`src/rtl/multicycle_controller_if.sv`:
```
// Control bundle between the multicycle controller and its datapath/memory.
// Groups the decoder fields, ALU flag, memory handshake and every datapath
// strobe/select so the controller port list stays small.
//   master : controller side (drives strobes, reads op/funct/zero/mem_ack)
//   slave  : datapath side (drives op/funct/zero/mem_ack, reads strobes)
interface multicycle_controller_if;
    logic [5:0] op;
    logic [5:0] funct;
    logic       zero;
    logic       mem_ack;
    logic       mem_req;
    logic       mem_we;
    logic       iord;
    logic       ir_we;
    logic       mdr_we;
    logic       pc_we;
    logic [1:0] pc_src;
    logic       reg_we;
    logic [1:0] reg_dst;
    logic [1:0] wb_sel;
    logic [1:0] alu_src_b;
    logic [2:0] alu_op;
    logic       retire;
    logic [1:0] fault;

    modport master (
        input  op, funct, zero, mem_ack,
        output mem_req, mem_we, iord, ir_we, mdr_we, pc_we, pc_src,
               reg_we, reg_dst, wb_sel, alu_src_b, alu_op, retire, fault
    );

    modport slave (
        output op, funct, zero, mem_ack,
        input  mem_req, mem_we, iord, ir_we, mdr_we, pc_we, pc_src,
               reg_we, reg_dst, wb_sel, alu_src_b, alu_op, retire, fault
    );
endinterface

```
`src/rtl/multicycle_controller.sv`:
```
// Control FSM for a multicycle MIPS-subset CPU. Sequences fetch, decode,
// execute, memory and writeback over one shared memory port and one ALU.
//
// Ports:
//   clk         system clock, rising edge
//   reset       synchronous, active-high; forces every output to 0 while high
//   bus         multicycle_controller_if.master: op/funct/zero/mem_ack in,
//               memory handshake, datapath strobes/selects, retire, fault out
//   instr_count retired-instruction counter (only with MULTICYCLE_CTRL_PERF_EN)
//   stall_count memory wait-cycle counter  (only with MULTICYCLE_CTRL_PERF_EN)
//
// Parameter TIMEOUT: cycles waiting for mem_ack in FETCH/MEM before a
// memory-timeout fault; 0 disables the check. 8-bit wait counter.
//
// Optional feature macro: MULTICYCLE_CTRL_PERF_EN adds the two 32-bit
// performance counters; undefined, the ports and counters are absent.
//
// state  | meaning
// FETCH  | read instruction at PC, load IR and PC+4 on ack
// DECODE | latch op/funct; J/JR finish here, JAL skips to WB
// EXEC   | ALU operation; BNE resolves and finishes here
// MEM    | data read (LW) or write (SW) at ALU result
// WB     | register file write; JAL also loads the jump target
// HALT   | fault taken, all strobes idle until reset
module multicycle_controller #(
    parameter int unsigned TIMEOUT = 255
) (
    input  logic                   clk,
    input  logic                   reset,
    multicycle_controller_if.master bus
`ifdef MULTICYCLE_CTRL_PERF_EN
    ,
    output logic [31:0]            instr_count,
    output logic [31:0]            stall_count
`endif
);

    typedef enum logic [2:0] {
        S_FETCH, S_DECODE, S_EXEC, S_MEM, S_WB, S_HALT
    } state_t;

    typedef enum logic [3:0] {
        I_LW, I_SW, I_J, I_JAL, I_BNE, I_ADDI, I_XORI,
        I_ADD, I_SUB, I_SLT, I_JR, I_ILL
    } instr_t;

    localparam bit         TMO_EN  = (TIMEOUT != 0);
    localparam logic [7:0] TMO_LIM = TIMEOUT[7:0];

    function automatic instr_t classify(input logic [5:0] o, input logic [5:0] f);
        case (o)
            6'b100011: return I_LW;
            6'b101011: return I_SW;
            6'b000010: return I_J;
            6'b000011: return I_JAL;
            6'b000101: return I_BNE;
            6'b001000: return I_ADDI;
            6'b001110: return I_XORI;
            6'b000000: begin
                case (f)
                    6'b100000: return I_ADD;
                    6'b100010: return I_SUB;
                    6'b101010: return I_SLT;
                    6'b001000: return I_JR;
                    default:   return I_ILL;
                endcase
            end
            default:   return I_ILL;
        endcase
    endfunction

    state_t     state;
    logic [5:0] op_q;
    logic [5:0] funct_q;
    logic [7:0] wait_cnt;
    logic [1:0] fault_q;

    instr_t     ins;
    logic [7:0] cnt_next;
    logic       tmo;

    // DECODE acts on the live decoder fields (they are being latched on
    // this same edge); later states use the latched copy.
    assign ins      = (state == S_DECODE) ? classify(bus.op, bus.funct)
                                          : classify(op_q, funct_q);
    assign cnt_next = wait_cnt + 8'd1;
    // Fires on the wait cycle that would bring the counter to the limit;
    // an ack in that same cycle takes priority in the FSM below.
    assign tmo      = TMO_EN && (cnt_next == TMO_LIM);

    always_ff @(posedge clk) begin
        if (reset) begin
            state    <= S_FETCH;
            op_q     <= '0;
            funct_q  <= '0;
            wait_cnt <= '0;
            fault_q  <= 2'b00;
        end else begin
            wait_cnt <= '0;
            case (state)
                S_FETCH: begin
                    if (bus.mem_ack) begin
                        state <= S_DECODE;
                    end else if (tmo) begin
                        fault_q <= 2'b10;
                        state   <= S_HALT;
                    end else begin
                        wait_cnt <= cnt_next;
                    end
                end
                S_DECODE: begin
                    op_q    <= bus.op;
                    funct_q <= bus.funct;
                    case (ins)
                        I_J, I_JR: state <= S_FETCH;
                        I_JAL:     state <= S_WB;
                        I_ILL: begin
                            fault_q <= 2'b01;
                            state   <= S_HALT;
                        end
                        default:   state <= S_EXEC;
                    endcase
                end
                S_EXEC: begin
                    case (ins)
                        I_LW, I_SW: state <= S_MEM;
                        I_BNE:      state <= S_FETCH;
                        default:    state <= S_WB;
                    endcase
                end
                S_MEM: begin
                    if (bus.mem_ack) begin
                        state <= (ins == I_LW) ? S_WB : S_FETCH;
                    end else if (tmo) begin
                        fault_q <= 2'b10;
                        state   <= S_HALT;
                    end else begin
                        wait_cnt <= cnt_next;
                    end
                end
                S_WB:    state <= S_FETCH;
                S_HALT:  state <= S_HALT;
                default: state <= S_FETCH;
            endcase
        end
    end

    always_comb begin
        bus.mem_req   = 1'b0;
        bus.mem_we    = 1'b0;
        bus.iord      = 1'b0;
        bus.ir_we     = 1'b0;
        bus.mdr_we    = 1'b0;
        bus.pc_we     = 1'b0;
        bus.pc_src    = 2'b00;
        bus.reg_we    = 1'b0;
        bus.reg_dst   = 2'b00;
        bus.wb_sel    = 2'b00;
        bus.alu_src_b = 2'b00;
        bus.alu_op    = 3'b000;
        bus.retire    = 1'b0;
        bus.fault     = reset ? 2'b00 : fault_q;
        if (!reset) begin
            case (state)
                S_FETCH: begin
                    bus.mem_req = 1'b1;
                    if (bus.mem_ack) begin
                        bus.ir_we = 1'b1;
                        bus.pc_we = 1'b1;
                    end
                end
                S_DECODE: begin
                    case (ins)
                        I_J: begin
                            bus.pc_we  = 1'b1;
                            bus.pc_src = 2'b10;
                            bus.retire = 1'b1;
                        end
                        I_JR: begin
                            bus.pc_we  = 1'b1;
                            bus.pc_src = 2'b11;
                            bus.retire = 1'b1;
                        end
                        default: ;
                    endcase
                end
                S_EXEC: begin
                    case (ins)
                        I_LW, I_SW, I_ADDI: bus.alu_src_b = 2'b01;
                        I_XORI: begin
                            bus.alu_src_b = 2'b10;
                            bus.alu_op    = 3'b010;
                        end
                        I_SUB: bus.alu_op = 3'b001;
                        I_SLT: bus.alu_op = 3'b011;
                        I_BNE: begin
                            bus.alu_op = 3'b001;
                            bus.retire = 1'b1;
                            if (!bus.zero) begin
                                bus.pc_we  = 1'b1;
                                bus.pc_src = 2'b01;
                            end
                        end
                        default: ;
                    endcase
                end
                S_MEM: begin
                    bus.mem_req = 1'b1;
                    bus.iord    = 1'b1;
                    bus.mem_we  = (ins == I_SW);
                    if (bus.mem_ack) begin
                        if (ins == I_LW) bus.mdr_we = 1'b1;
                        else             bus.retire = 1'b1;
                    end
                end
                S_WB: begin
                    bus.reg_we = 1'b1;
                    bus.retire = 1'b1;
                    case (ins)
                        I_ADD, I_SUB, I_SLT: bus.reg_dst = 2'b01;
                        I_LW: bus.wb_sel = 2'b01;
                        I_JAL: begin
                            bus.reg_dst = 2'b10;
                            bus.wb_sel  = 2'b10;
                            bus.pc_we   = 1'b1;
                            bus.pc_src  = 2'b10;
                        end
                        default: ;
                    endcase
                end
                default: ;
            endcase
        end
    end

`ifdef MULTICYCLE_CTRL_PERF_EN
    always_ff @(posedge clk) begin
        if (reset) begin
            instr_count <= '0;
            stall_count <= '0;
        end else begin
            if (bus.retire)                  instr_count <= instr_count + 32'd1;
            if (bus.mem_req && !bus.mem_ack) stall_count <= stall_count + 32'd1;
        end
    end
`endif

endmodule

```
`src/flat_wrapper.sv`:
```
// flat-port wrapper written by rule: the top's interface ports become plain ports
module multicycle_controller_flat 
#(
    parameter int unsigned TIMEOUT = 255
)
  (clk, reset, bus_op, bus_funct, bus_zero, bus_mem_ack, bus_mem_req, bus_mem_we, bus_iord, bus_ir_we, bus_mdr_we, bus_pc_we, bus_pc_src, bus_reg_we, bus_reg_dst, bus_wb_sel, bus_alu_src_b, bus_alu_op, bus_retire, bus_fault);
  multicycle_controller_if bus_i ();
  input  logic clk;
  input  logic reset;
  input wire logic [$bits(bus_i.op)-1:0] bus_op;
  input wire logic [$bits(bus_i.funct)-1:0] bus_funct;
  input wire logic [$bits(bus_i.zero)-1:0] bus_zero;
  input wire logic [$bits(bus_i.mem_ack)-1:0] bus_mem_ack;
  output wire logic [$bits(bus_i.mem_req)-1:0] bus_mem_req;
  output wire logic [$bits(bus_i.mem_we)-1:0] bus_mem_we;
  output wire logic [$bits(bus_i.iord)-1:0] bus_iord;
  output wire logic [$bits(bus_i.ir_we)-1:0] bus_ir_we;
  output wire logic [$bits(bus_i.mdr_we)-1:0] bus_mdr_we;
  output wire logic [$bits(bus_i.pc_we)-1:0] bus_pc_we;
  output wire logic [$bits(bus_i.pc_src)-1:0] bus_pc_src;
  output wire logic [$bits(bus_i.reg_we)-1:0] bus_reg_we;
  output wire logic [$bits(bus_i.reg_dst)-1:0] bus_reg_dst;
  output wire logic [$bits(bus_i.wb_sel)-1:0] bus_wb_sel;
  output wire logic [$bits(bus_i.alu_src_b)-1:0] bus_alu_src_b;
  output wire logic [$bits(bus_i.alu_op)-1:0] bus_alu_op;
  output wire logic [$bits(bus_i.retire)-1:0] bus_retire;
  output wire logic [$bits(bus_i.fault)-1:0] bus_fault;
  assign bus_i.op = bus_op;
  assign bus_i.funct = bus_funct;
  assign bus_i.zero = bus_zero;
  assign bus_i.mem_ack = bus_mem_ack;
  assign bus_mem_req = bus_i.mem_req;
  assign bus_mem_we = bus_i.mem_we;
  assign bus_iord = bus_i.iord;
  assign bus_ir_we = bus_i.ir_we;
  assign bus_mdr_we = bus_i.mdr_we;
  assign bus_pc_we = bus_i.pc_we;
  assign bus_pc_src = bus_i.pc_src;
  assign bus_reg_we = bus_i.reg_we;
  assign bus_reg_dst = bus_i.reg_dst;
  assign bus_wb_sel = bus_i.wb_sel;
  assign bus_alu_src_b = bus_i.alu_src_b;
  assign bus_alu_op = bus_i.alu_op;
  assign bus_retire = bus_i.retire;
  assign bus_fault = bus_i.fault;
  multicycle_controller #(.TIMEOUT(TIMEOUT)) u_core (.clk(clk), .reset(reset), .bus(bus_i));
endmodule
```
`config.mk`:
```
export PLATFORM = sky130hd
export DESIGN_NAME = multicycle_controller_flat
export DESIGN_NICKNAME = d
export VERILOG_FILES = /design/src/rtl/multicycle_controller_if.sv /design/src/rtl/multicycle_controller.sv /design/src/flat_wrapper.sv
export SDC_FILE = /design/constraint.sdc
export NUM_CORES = 1
export LEC_CHECK = 0
export CAP_MARGIN = 20
export CORE_ASPECT_RATIO = 1.1
export CORE_MARGIN = 2
export CORE_UTILIZATION = 40
export CTS_BUF_LIST = sky130_fd_sc_hd__clkbuf_4
export DETAILED_ROUTE_END_ITERATION = 12
export PLACE_DENSITY = 0.73
export SETUP_SLACK_MARGIN = 0.2
export SYNTH_ARGS = -nofsm -noshare
export SYNTH_HDL_FRONTEND = slang
export SYNTH_SLANG_ARGS = --single-unit
```
`constraint.sdc`:
```
create_clock -name clk -period 3.14 [get_ports clk]
set_clock_uncertainty 0.1 [all_clocks]
set_input_delay 0.471 -clock clk [delete_from_list [all_inputs] [get_ports clk]]
set_output_delay 0.471 -clock clk [all_outputs]
set_load 0.03 [all_outputs]
```
Word level (Yosys, flattened, before mapping)
Index checks and enable logic that the tools add are counted.

Flip-flop bits (word level): 25. Bits in latches: 0. RAM bits: 0. Bits in read-only memories: 0. Input bits: 16. Logic and storage cells: 123. Memories: 0.

Add/subtract/negate cells: 1. Multipliers: 0. Div/mod/pow operators: 0. $lt $le $gt $ge: 0. Equal/unequal tests: 42. Shift operators: 0. Muxes and demuxes: 61. Bitwise operators: 1. Reductions and logical operators: 13.

Operators with widths (number): $pmux W4 S8 (2); $eq A6 B6 Y1 const B (10); $eq A6 B4 Y1 const B (6); $pmux W4 S4 (2); $mux W2 (13); $mux W1 (25); $eq A6 B2 Y1 const B (4); $pmux W2 S2 (5); $mux W3 (6); $eq A4 B3 Y1 const B (4); $eq A4 B4 Y1 const B (4); $pmux W3 S5 (1); $eq A6 B3 Y1 const B (2); $logic_not A6 Y1 (2); $pmux W2 S3 (2); $pmux W3 S3 (1); $add A8 B1 Y8 const B (1); $eq A4 B2 Y1 const B (2); $eq A8 B8 Y1 const B (1); $pmux W1 S4 (2); $reduce_or A2 Y1 (4); $eq A3 B2 Y1 const B (2); $eq A3 B3 Y1 const B (2); $pmux W3 S2 (1); 12 further kinds (14).

Longest topological paths before layout
Gate-level depths: netlist (run 1).

Depth after elaboration: 9. Gate-level depth with buffers: 9.

Worst setup path after synthesis (run 1)
Ideal clock, no wire load.

Kind: input port to output port. Start: input bus_funct[5]. End: output bus_alu_src_b[1]. Data arrival time: 2738 ps. Slack: -169 ps. Stages on the path: 6. Path buffers: 1. Cells stage by stage: or3b_1 > a2111oi_2 > o32a_2 > a32oi_4 > buf_6 > nor4_1.

Word-level cells in the longest chain between the ends: 9.

Ends and longest elaborated chain: from (decl) (RTL line flat_wrapper.sv:11) `input wire logic [$bits(bus_i.funct)-1:0] bus_funct;`; $eq A6 B4 Y1 / $eq A6 B6 Y1 (equally long branches) (RTL line multicycle_controller.sv:60) `case (f)`; $pmux W4 S4 * (RTL line multicycle_controller.sv:60); $pmux W4 S8 * (RTL line multicycle_controller.sv:51) `case (o)`; $mux W4 * (RTL line multicycle_controller.sv:84) `assign ins = (state == S_DECODE) ? classify(bus.op, bus.funct)`; $eq A4 B3 Y1 (tied with other cells) (RTL line multicycle_controller.sv:188) `case (ins)`; $reduce_or A3 Y1 (RTL line multicycle_controller.sv:188); $pmux W2 S2 * (RTL line multicycle_controller.sv:188); $mux W2 * (RTL line multicycle_controller.sv:164) `case (state)`; $mux W2 * (RTL line multicycle_controller.sv:163) `if (!reset) begin`; to (decl) (RTL line flat_wrapper.sv:24) `output wire logic [$bits(bus_i.alu_src_b)-1:0] bus_alu_src_b;`.

Every way passes the cells marked *; elsewhere a longest branch is shown, timed or not.

Worst setup path after layout (run 1)
Start: input bus_op[1]. End: output bus_alu_op[0].

Word-level cells in the longest chain between the ends: 8.

Ends and longest elaborated chain: from (decl) (RTL line flat_wrapper.sv:10) `input wire logic [$bits(bus_i.op)-1:0] bus_op;`; $eq A6 B4 Y1 (tied with other cells) (RTL line multicycle_controller.sv:51); $pmux W4 S8 * (RTL line multicycle_controller.sv:51); $mux W4 * (RTL line multicycle_controller.sv:84); $eq A4 B3 Y1 / $eq A4 B4 Y1 (equally long branches) (RTL line multicycle_controller.sv:188); $reduce_or A2 Y1 (no line); $pmux W2 S3 * (RTL line multicycle_controller.sv:188); $mux W3 * (RTL line multicycle_controller.sv:164); $mux W3 * (RTL line multicycle_controller.sv:163); to (decl) (RTL line flat_wrapper.sv:25) `output wire logic [$bits(bus_i.alu_op)-1:0] bus_alu_op;`.

Marks and branches as above.

==> flow_summary_export.csv, run 1 <==
group,metric,value,unit
outcome,status,"finished clean",
synth,synthArstFlopShare,0,%
layout,final_nets,384,
synth,yosysWarnings,0,
timing,final.setup.worst_slack,0.01989,ns
clock_tree,clk_pin_slew,0.13,ns
critical_path,crit_type,"in -> out",
layout,multiInputGateArea,1821,sq um
run,drv_cap,0,
layout,finish.utilization,65.65,%
worst_hold_path,hp-class,"reg -> reg",
drt,wire_per_inst,16.52,microns
placement,preCtsSetupSlack,-0.3334,ns
power,design_power_total,2.694,mW
die,fp.dieArea,5908,sq um
layout,synthToLayoutAreaGrowth,56.69,%
clock_tree,tritoncts,"done",
drt,drtIter0Drc,144,
layout,fillCellCount,403,
placement,place_area,2738,sq um
die,die-height,80.42,microns
layout,final_cell_mix,"buf_4, nand2_1, nor2_1, dfxtp_1",
drt,dr_total_vias,2426,
synth,postSynthCellCount,279,
synth,synth_seq_area_share,23.57,%
clock_tree,clock-sinks,25,
die,io_pins,37,
placement,dp_hpwl,3985,microns
global_routing,grt_pass1_vias,2338,
drt,vias_per_cell,5.735,
timing,max_freq,320.5,MHz
timing,fin_crit_sh,99.37,%
clock_tree,clock_latency,0.32,ns
timing,hold_viol,0,
synth,synth-edff-count,0,
clock_tree,numCtsBuffers,3,
layout,drive_gt1_share,44.38,%
critical_path,cp.arrival,2.55,ns
drt,drt_pre_antenna_iters,4,
synth,synth_flop_cell,"dfxtp_1",
synth,synth_cell_types,70,
timing,setup_viol,0,
power,p_leak,1.258,nW
critical_path,worstPathRequired,2.57,ns
power,peakVddDrop,523.7,uV
critical_path,end_kind,"primary output",
placement,place_congestion,0.8098,
critical_path,reg2reg_slack,0.54,ns
global_routing,antenna_found_initial,0,
placement,placed_cells,393,
drt,route.detailed.drc,0,
synth,ys_seq_elements,25,
layout,antennaDiodeCount,0,
drt,antenna_left,0,
critical_path,timing.rr.start,"u_core.op_q[0]$_SDFFE_PP0P_",
layout,final_common_cell,"buf_4",
drt,drt-total-wl,6990,microns
critical_path,startpoint_type,"primary input",
critical_path,r2r_cells,10,
worst_hold_path,min_from,"u_core.funct_q[0]$_SDFFE_PP0P_",
critical_path,crit_start,"bus_op[1]",
die,rows,27,
worst_hold_path,hold_depth,2,
clock_tree,clock-root-buffer,"clkbuf_4",
clock_tree,cts.path.max_buffers,2,
worst_hold_path,whs_endpoint,"u_core.funct_q[0]$_SDFFE_PP0P_",
timing,rsz0062_at_grt,"true",
power,p_per_area,809.9,nW/um^2
synth,syn_area,2123,sq um
die,initial_core_util,41.90,%
global_routing,track_usage,20.60,%
global_routing,grt_max_degree,19,
layout,stdcell_count,423,
timing,setup-tns-final,0,ns
timing,fin_crit,3.120,ns
critical_path,worstReg2RegEnd,"u_core.state[0]$_SDFF_PP0_",
global_routing,grt_first_pass_wirelength,9991,microns
synth,syn-mean-instance-area,7.610,sq um
global_routing,overflow,0,
placement,io_buffers,35,
clock_tree,cts-htree-levels,1,
die,core,5067,sq um
layout,seqCellArea,520.5,sq um
critical_path,crit_fanout,8,
synth,synth_nets,297,
layout,stdcell_area,3327,sq um
die,die_width,73.47,microns
timing,timing.hold.ws,0.3776,ns
timing,final_max_slew_viol_count,0,
-- synth_stat cells (4+ instances only) --
master	number	area, sq um
clkbuf_1	7	26.28
nor2_1	35	131.4
nor2b_1	4	25.02
dfxtp_1	25	500.5
nor4_1	5	31.28
nand3_1	9	45.04
xor2_1	4	35.03
xnor2_1	7	61.31
buf_6	4	45.04
nand2b_1	6	37.54
a31oi_1	6	37.54
nor4bb_1	4	40.04
buf_2	7	35.03
nor3_1	8	40.04
nor3b_1	4	30.03
nand2_1	41	153.9
a21oi_1	19	95.09
inv_1	6	22.52
o21ai_0	4	20.02
-- where the power goes --
| part | internal [mW] | switching [mW] | leakage, nW |
|---|---|---|---|
| clock | 0.0477 | 0.0942 | 0.0177 |
| sequential | 0.385 | 0.0880 | 0.208 |
| combinational | 0.947 | 1.13 | 1.03 |
| total | 1.38 | 1.31 | 1.26 |
-- area by class of cell --
type                    count  share of cell area (%)
clock buffers               3                  0.6769
well taps                  58                   2.181
inverters                   6                  0.6769
flip-flops and latches     25                   15.64
multi-input cells         227                   54.72
clock inverters             1                  0.1504
repair buffers            103                   25.95
-- per-layer routing --
metal	up-vias	GRT usage, %	part of all wire, %
li1	1180	-	-
met4	0	5.273	2.3
met3	16	3.388	4.3
met1	1167	24.87	39
met5	-	0	0
met2	63	37.14	54
-- flip-flops by register name, summed over array words and instances, names as in the netlist --
register	cells
u_core.op_q	6
u_core.wait_cnt	8
u_core.funct_q	6
u_core.fault_q	2
u_core.state	3
-- cell families after synthesis --
logic type,Yosys count,synth area share [%]
AOI/OAI and AO/OA,69,25.63
and+or+nand+nor,144,37.77
buffers and inverters,27,7.130
DFF,25,23.57
adders and majority gates,2,1.178
xor gates and xnor gates,11,4.537
other,1,0.1766
-- critical path: stages --
cell and delay (ns):
buf_2 0.18, a2111oi_4 0.38, a41oi_2 0.09, a21oi_4 0.27
buf_4 0.16, a32oi_4 0.13, buf_6 0.15, nor2_4 0.22
nor2b_4 0.07, nor3_2 0.22, buf_4 0.20
-- repair_timing --
action                                  in CTS  in global routing
resized for setup                           97                 37
setup buffers                               20                  6
endpoints found under the setup margin      14                 15
pin swaps                                   27                 17
hold buffers                                 0                  0
-- worst max path at each step --
stage,end,depth (start not counted)
2_1_floorplan,bus_alu_src_b[1],6
3_3_place_gp,bus_retire,10
3_5_place_dp,bus_retire,9
4_1_cts,bus_retire,9
5_1_grt,bus_alu_op[0],11
6_report,bus_alu_op[0],11
No activity file was read; power rests on OpenSTA's default activity.
==> run 2: changes to the inputs <==
--- a/config.mk
+++ b/config.mk
@@ -11,7 +11,6 @@
 export CORE_UTILIZATION = 40
 export CTS_BUF_LIST = sky130_fd_sc_hd__clkbuf_4
 export DETAILED_ROUTE_END_ITERATION = 12
-export PLACE_DENSITY = 0.73
 export SETUP_SLACK_MARGIN = 0.2
 export SYNTH_ARGS = -nofsm -noshare
 export SYNTH_HDL_FRONTEND = slang
==> run 2 against run 1 <==
Net effect: the flow now finishes with violations (negative setup slack); sequential cell count stayed put; global-route usage shrank 0.38 points; first-iteration DRC count decreased by 22%; via count decreased by 4.5%; final cell count grew 0.24%; register-to-register slack improved by 0.14 ns; combinational power barely moved; critical path depth fell by 1; sequential share of layout area down 0.37 points; worst setup slack got worse by 0.028 ns; largest power group unchanged; highest routed layer unchanged.
==> flow_summary_export.csv, run 2 (synthesized netlist as in run 1, its figures left out) <==
group,metric,value,unit
outcome,status,"complete, but fails checks",
outcome,violations,"negative setup slack",
die,rows,27,
drt,wl_met3,155,microns
drt,dr_total_vias,2317,
critical_path,worstPathRequired,2.57,ns
power,p_leak,1.262,nW
drt,drtIter0Drc,113,
timing,fin_crit,3.148,ns
global_routing,track_usage,20.22,%
clock_tree,cts-htree-levels,1,
layout,final_common_cell,"buf_4",
critical_path,end_kind,"primary output",
die,die-height,80.42,microns
timing,fin_crit_sh,100.2,%
placement,place_congestion,0.9006,
die,core,5067,sq um
power,p_per_area,794.5,nW/um^2
layout,largest_reg_flops,8,
drt,vias_per_cell,5.465,
timing,setup_viol,1,
power,peakVddDrop,504.8,uV
layout,fillCellCount,423,
placement,placed_cells,394,
timing,final_max_slew_viol_count,0,
global_routing,grt_first_pass_wirelength,9680,microns
clock_tree,clk_pin_slew,0.14,ns
drt,met2_length,3370,microns
layout,largest_register,"u_core.wait_cnt",
layout,final_nets,385,
timing,hold_viol,0,
drt,top_layer,"met4",
worst_hold_path,hp-class,"reg -> reg",
run,drv_cap,0,
power,design_power_total,2.700,mW
layout,stdcell_count,424,
critical_path,crit_fanout,6,
placement,io_buffers,35,
die,die_width,73.47,microns
timing,setup-tns-final,-0.007625,ns
layout,synthToLayoutAreaGrowth,60.05,%
die,fp.dieArea,5908,sq um
clock_tree,numCtsBuffers,3,
critical_path,cp.arrival,2.58,ns
global_routing,antenna_found_initial,0,
clock_tree,clock-root-buffer,"clkbuf_4",
layout,drive_gt1_share,44.54,%
layout,top_regs,"u_core.wait_cnt (8), u_core.funct_q (6), u_core.op_q (6)",
critical_path,crit_type,"reg -> out",
clock_tree,clock-sinks,25,
layout,antennaDiodeCount,0,
die,io_pins,37,
placement,dp_hpwl,4162,microns
clock_tree,clock_latency,0.32,ns
critical_path,startpoint_type,"flip-flop",
drt,antenna_left,0,
timing,rsz0062_at_grt,"true",
global_routing,overflow,0,
drt,wire_per_inst,15.11,microns
drt,drt-total-wl,6407,microns
timing,final.setup.worst_slack,-0.007625,ns
drt,wl_met1,2781,microns
global_routing,grt_pass1_vias,2122,
critical_path,reg2reg_slack,0.68,ns
layout,final_cell_mix,"buf_4, nand2_1, nor2_1, buf_6, dfxtp_1",
die,initial_core_util,41.90,%
drt,drt_pre_antenna_iters,4,
timing,max_freq,317.7,MHz
clock_tree,tritoncts,"done",
clock_tree,cts.path.max_buffers,2,
timing,timing.hold.ws,0.3888,ns
global_routing,grt_max_degree,19,
drt,route.detailed.drc,0,
-- run 2: stage by stage --
stage                     setup WS, ns  utilization [%]  cell area, sq um
after global routing          -0.09322            67.06              3398
after global placement         -0.2895            54.17              2745
after CTS                      0.09079            62.89              3187
after detailed placement       -0.3120            54.17              2745
after floorplan                 0.1646                -              2166
final                        -0.007625            67.06              3398
-- run 2: power by group --
part	switching [mW]	internal [mW]	total (mW)
Combinational	1.09	0.998	2.09
Clock	0.0975	0.0477	0.145
Sequential	0.0805	0.384	0.465
Total	1.27	1.43	2.70
-- run 2: repair_timing --
action / CTS / global route
setup endpoints to repair: 14 / 15
resized for setup: 110 / 33
pin swaps: 28 / 22
hold buffers: 0 / 0
cloned: 1 / 0
hold endpoints to repair: 0 / 0
buffers inserted: 16 / 9
-- run 2: final timing paths --
path,start,endpoint,cells after the start
setup / recovery,u_core.op_q[1]$_SDFFE_PP0P_,bus_pc_src[0],10
hold / removal,u_core.funct_q[0]$_SDFFE_PP0P_,u_core.funct_q[0]$_SDFFE_PP0P_,2
setup reg to reg,u_core.op_q[0]$_SDFFE_PP0P_,u_core.fault_q[1]$_SDFFE_PP0P_,9
hold reg to reg,u_core.funct_q[0]$_SDFFE_PP0P_,u_core.funct_q[0]$_SDFFE_PP0P_,2
-- run 2: critical path: stages, from the launching register on --
cell and delay [ns]:
dfxtp_4 0.40, nor4bb_4 0.16, o21a_1 0.16, o31a_1 0.32, buf_6 0.13, a32o_2 0.25
buf_6 0.13, nor4bb_4 0.29, a21oi_2 0.05, nor2_1 0.15, buf_4 0.20
-- run 2: routing by layer --
layer  vias up  global-route usage, %
met4         0                  2.364
li1       1179                      -
met5         -                      0
met3         9                  2.886
met1      1094                  25.61
met2        35                  36.79
-- run 2: layout make-up --
| class | count | area, sq um | area share (%) |
|---|---|---|---|
| Clock buffer | 3 | 22.52 | 0.6627 |
| Tap cell | 58 | 72.57 | 2.135 |
| Clock inverter | 1 | 5.005 | 0.1473 |
| Multi-Input combinational cell | 227 | 1859 | 54.71 |
| Sequential cell | 25 | 519.2 | 15.28 |
| Timing Repair Buffer | 104 | 897.1 | 26.40 |
| Inverter | 6 | 22.52 | 0.6627 |
==> run 3: changes to the inputs <==
==> constraint.sdc (replaced) <==
create_clock -name clk -period 3.14 [get_ports clk]
set_clock_uncertainty 0.1 [all_clocks]
set_input_delay 0.471 -clock clk [delete_from_list [all_inputs] [get_ports clk]]
set_output_delay 0.471 -clock clk [all_outputs]
set_load 0.02 [all_outputs]
==> run 3 against run 2 <==
Net effect: via count increased by 0.39%; clock-buffer cell count increased by 1; non-clock buffer count down 1; the run now ends clean; utilization fell by 4.7 points; first-iteration DRC count decreased by 21%; worst setup slack better by 0.078 ns; combinational power fell by 13%; routed wire length shrank 7.4%; critical path type unchanged; sequential power down 2%; register-to-register slack improved by 0.03 ns; largest power group unchanged; clock power rose by 5%; design area decreased by 7.0%.
==> flow_summary_export.csv, run 3 (synthesized netlist as in run 1, its figures left out) <==
group,metric,value,unit
run,drv_cap,0,
critical_path,crit_fanout,7,
critical_path,worstPathRequired,2.57,ns
die,core,5067,sq um
drt,drtIter0Drc,89,
global_routing,overflow,0,
timing,max_freq,325.8,MHz
placement,place_area,2790,sq um
timing,setup_viol,0,
layout,fillCellCount,455,
critical_path,crit_path_frequent_cell,"buf_4",
die,io_pins,37,
clock_tree,ctsHoldBuffers,0,
critical_path,end_kind,"primary output",
critical_path,path_cells,"nor4bb_4 -> o21a_1 -> o31a_1 -> a32oi_2 -> buf_4 -> nor4_4 -> a21oi_1 -> a211oi_2 -> buf_4",
drt,vias_per_cell,5.499,
clock_tree,clock-root-buffer,"clkbuf_4",
layout,top_regs,"u_core.wait_cnt (8), u_core.funct_q (6), u_core.op_q (6)",
drt,dr_total_vias,2326,
critical_path,cp.arrival,2.50,ns
placement,io_buffers,35,
clock_tree,clock-sinks,25,
critical_path,slowest_stage,"dfxtp_4",
timing,final_max_slew_viol_count,0,
clock_tree,numCtsBuffers,3,
layout,multiInputGateArea,1688,sq um
die,die_width,73.47,microns
power,pwr-share-seq,18.9,%
drt,drt_pre_antenna_iters,4,
power,p_leak,1.213,nW
power,pwr-share-comb,74.8,%
global_routing,track_usage,20.15,%
placement,dp_hpwl,4118,microns
clock_tree,clock_latency,0.32,ns
global_routing,grt_pass1_vias,2143,
layout,final_nets,384,
die,rows,27,
global_routing,antenna_found_initial,0,
power,p_clk_share,6.3,%
power,p_sw,1.107,mW
layout,synthToLayoutAreaGrowth,48.91,%
layout,drive_gt1_share,40.27,%
drt,drt-total-wl,5930,microns
clock_tree,tritoncts,"done",
drt,antenna_left,0,
critical_path,crit_type,"reg -> out",
placement,place_congestion,0.7997,
worst_hold_path,hp-class,"reg -> reg",
global_routing,grt_first_pass_wirelength,9660,microns
power,p_int,1.313,mW
critical_path,startpoint_type,"flip-flop",
timing,hold_viol,0,
layout,largest_reg_flops,8,
timing,fin_crit_sh,97.76,%
clock_tree,clk_pin_slew,0.13,ns
power,design_power_total,2.420,mW
critical_path,path_buf_inv,2,
layout,final_cell_mix,"buf_4, nand2_1, nor2_1, dfxtp_1, a21oi_1",
global_routing,grt_max_degree,24,
die,die-height,80.42,microns
layout,antennaDiodeCount,0,
layout,stdcell_area,3162,sq um
die,initial_core_util,41.90,%
power,p_sw_share,45.73,%
die,fp.dieArea,5908,sq um
power,peakVddDrop,477.8,uV
drt,wire_per_inst,14.02,microns
layout,final_common_cell,"buf_4",
power,p_per_area,765.4,nW/um^2
critical_path,max_stage_delay,0.42,ns
outcome,status,"finished clean",
timing,rsz0062_at_grt,"true",
clock_tree,cts-htree-levels,1,
critical_path,crit_family,"compound AO/OA/AOI/OAI gates",
layout,largest_register,"u_core.wait_cnt",
clock_tree,cts.path.max_buffers,2,
drt,route.detailed.drc,0,
layout,seqCellArea,519.2,sq um
timing,setup-tns-final,0,ns
timing,fin_crit,3.070,ns
-- run 3: cell count changes in the layout (fill, tap and decap cells not counted), moves of 2 or more --
| cell | delta |
|---|---|
| a21oi_1 | +2 |
| a21oi_2 | -2 |
| buf_2 | +3 |
| buf_4 | +11 |
| buf_6 | -15 |
| nand3_2 | -2 |
| nor2_1 | +4 |
| nor2_4 | -5 |
| nor4b_2 | +3 |
| nor4b_4 | -3 |
-- run 3: what timing repair did --
| item | in CTS | in global routing |
|---|---|---|
| setup endpoints to repair | 14 | 15 |
| pin swaps | 19 | 16 |
| setup buffers | 9 | 10 |
| gates cloned | 1 | 0 |
| resized for setup | 125 | 45 |
-- run 3: final timing paths --
path | to | slack [ns] | start | depth (start not counted)
max reg2reg | u_core.state[0]$_SDFF_PP0_ | 0.71 | u_core.op_q[3]$_SDFFE_PP0P_ | 9
min reg2reg | u_core.funct_q[4]$_SDFFE_PP0P_ | 0.37 | u_core.funct_q[4]$_SDFFE_PP0P_ | 2
max | bus_pc_we | 0.07 | u_core.op_q[3]$_SDFFE_PP0P_ | 9
min | u_core.funct_q[4]$_SDFFE_PP0P_ | 0.37 | u_core.funct_q[4]$_SDFFE_PP0P_ | 2
-- run 3: cell type report --
class | instances | area share [%]
flip-flops and latches | 25 | 16.42
well taps | 58 | 2.295
clock buffers | 4 | 0.9497
inverters | 6 | 0.7123
multi-input cells | 227 | 53.38
repair buffers | 103 | 26.24
-- run 3: power by group through the flow --
stage	registers [mW]	logic [mW]	clock network (mW)
floorplan	0.408	0.925	0
CTS	0.452	1.45	0.159
detailed placement	0.450	1.32	0
global placement	0.450	1.32	0
global route	0.469	1.95	0.177
finish	0.458	1.81	0.152
-- run 3: worst reg2reg max path: stages, from the launching register on --
cell	delay, ns
dfxtp_4	0.40
nor4bb_4	0.17
o21a_1	0.17
o31a_1	0.38
a32o_2	0.29
buf_6	0.13
nand3_4	0.12
buf_4	0.14
o21ai_2	0.05
o41a_1	0.39
-- run 3: routing by layer --
layer | share of wire [%] | GRT usage [%] | vias to the layer above
met3 | 3.7 | 3.011 | 10
li1 | - | - | 1188
met1 | 44 | 26.23 | 1077
met4 | 1.4 | 2.364 | 0
met5 | 0 | 0 | -
met2 | 51 | 35.71 | 51
-- run 3: through the flow --
step                      cells  utilization [%]  hold WS (ns)  worst slack, ns
after floorplan             279                -        0.3360           0.2073
after global placement      399            55.06        0.3437          -0.7608
after detailed placement    399            55.06        0.3522          -0.7461
after CTS                   413            57.63        0.3708           0.1736
after global routing        423            62.40        0.3893         -0.07658
final                       423            62.40        0.3685          0.07037
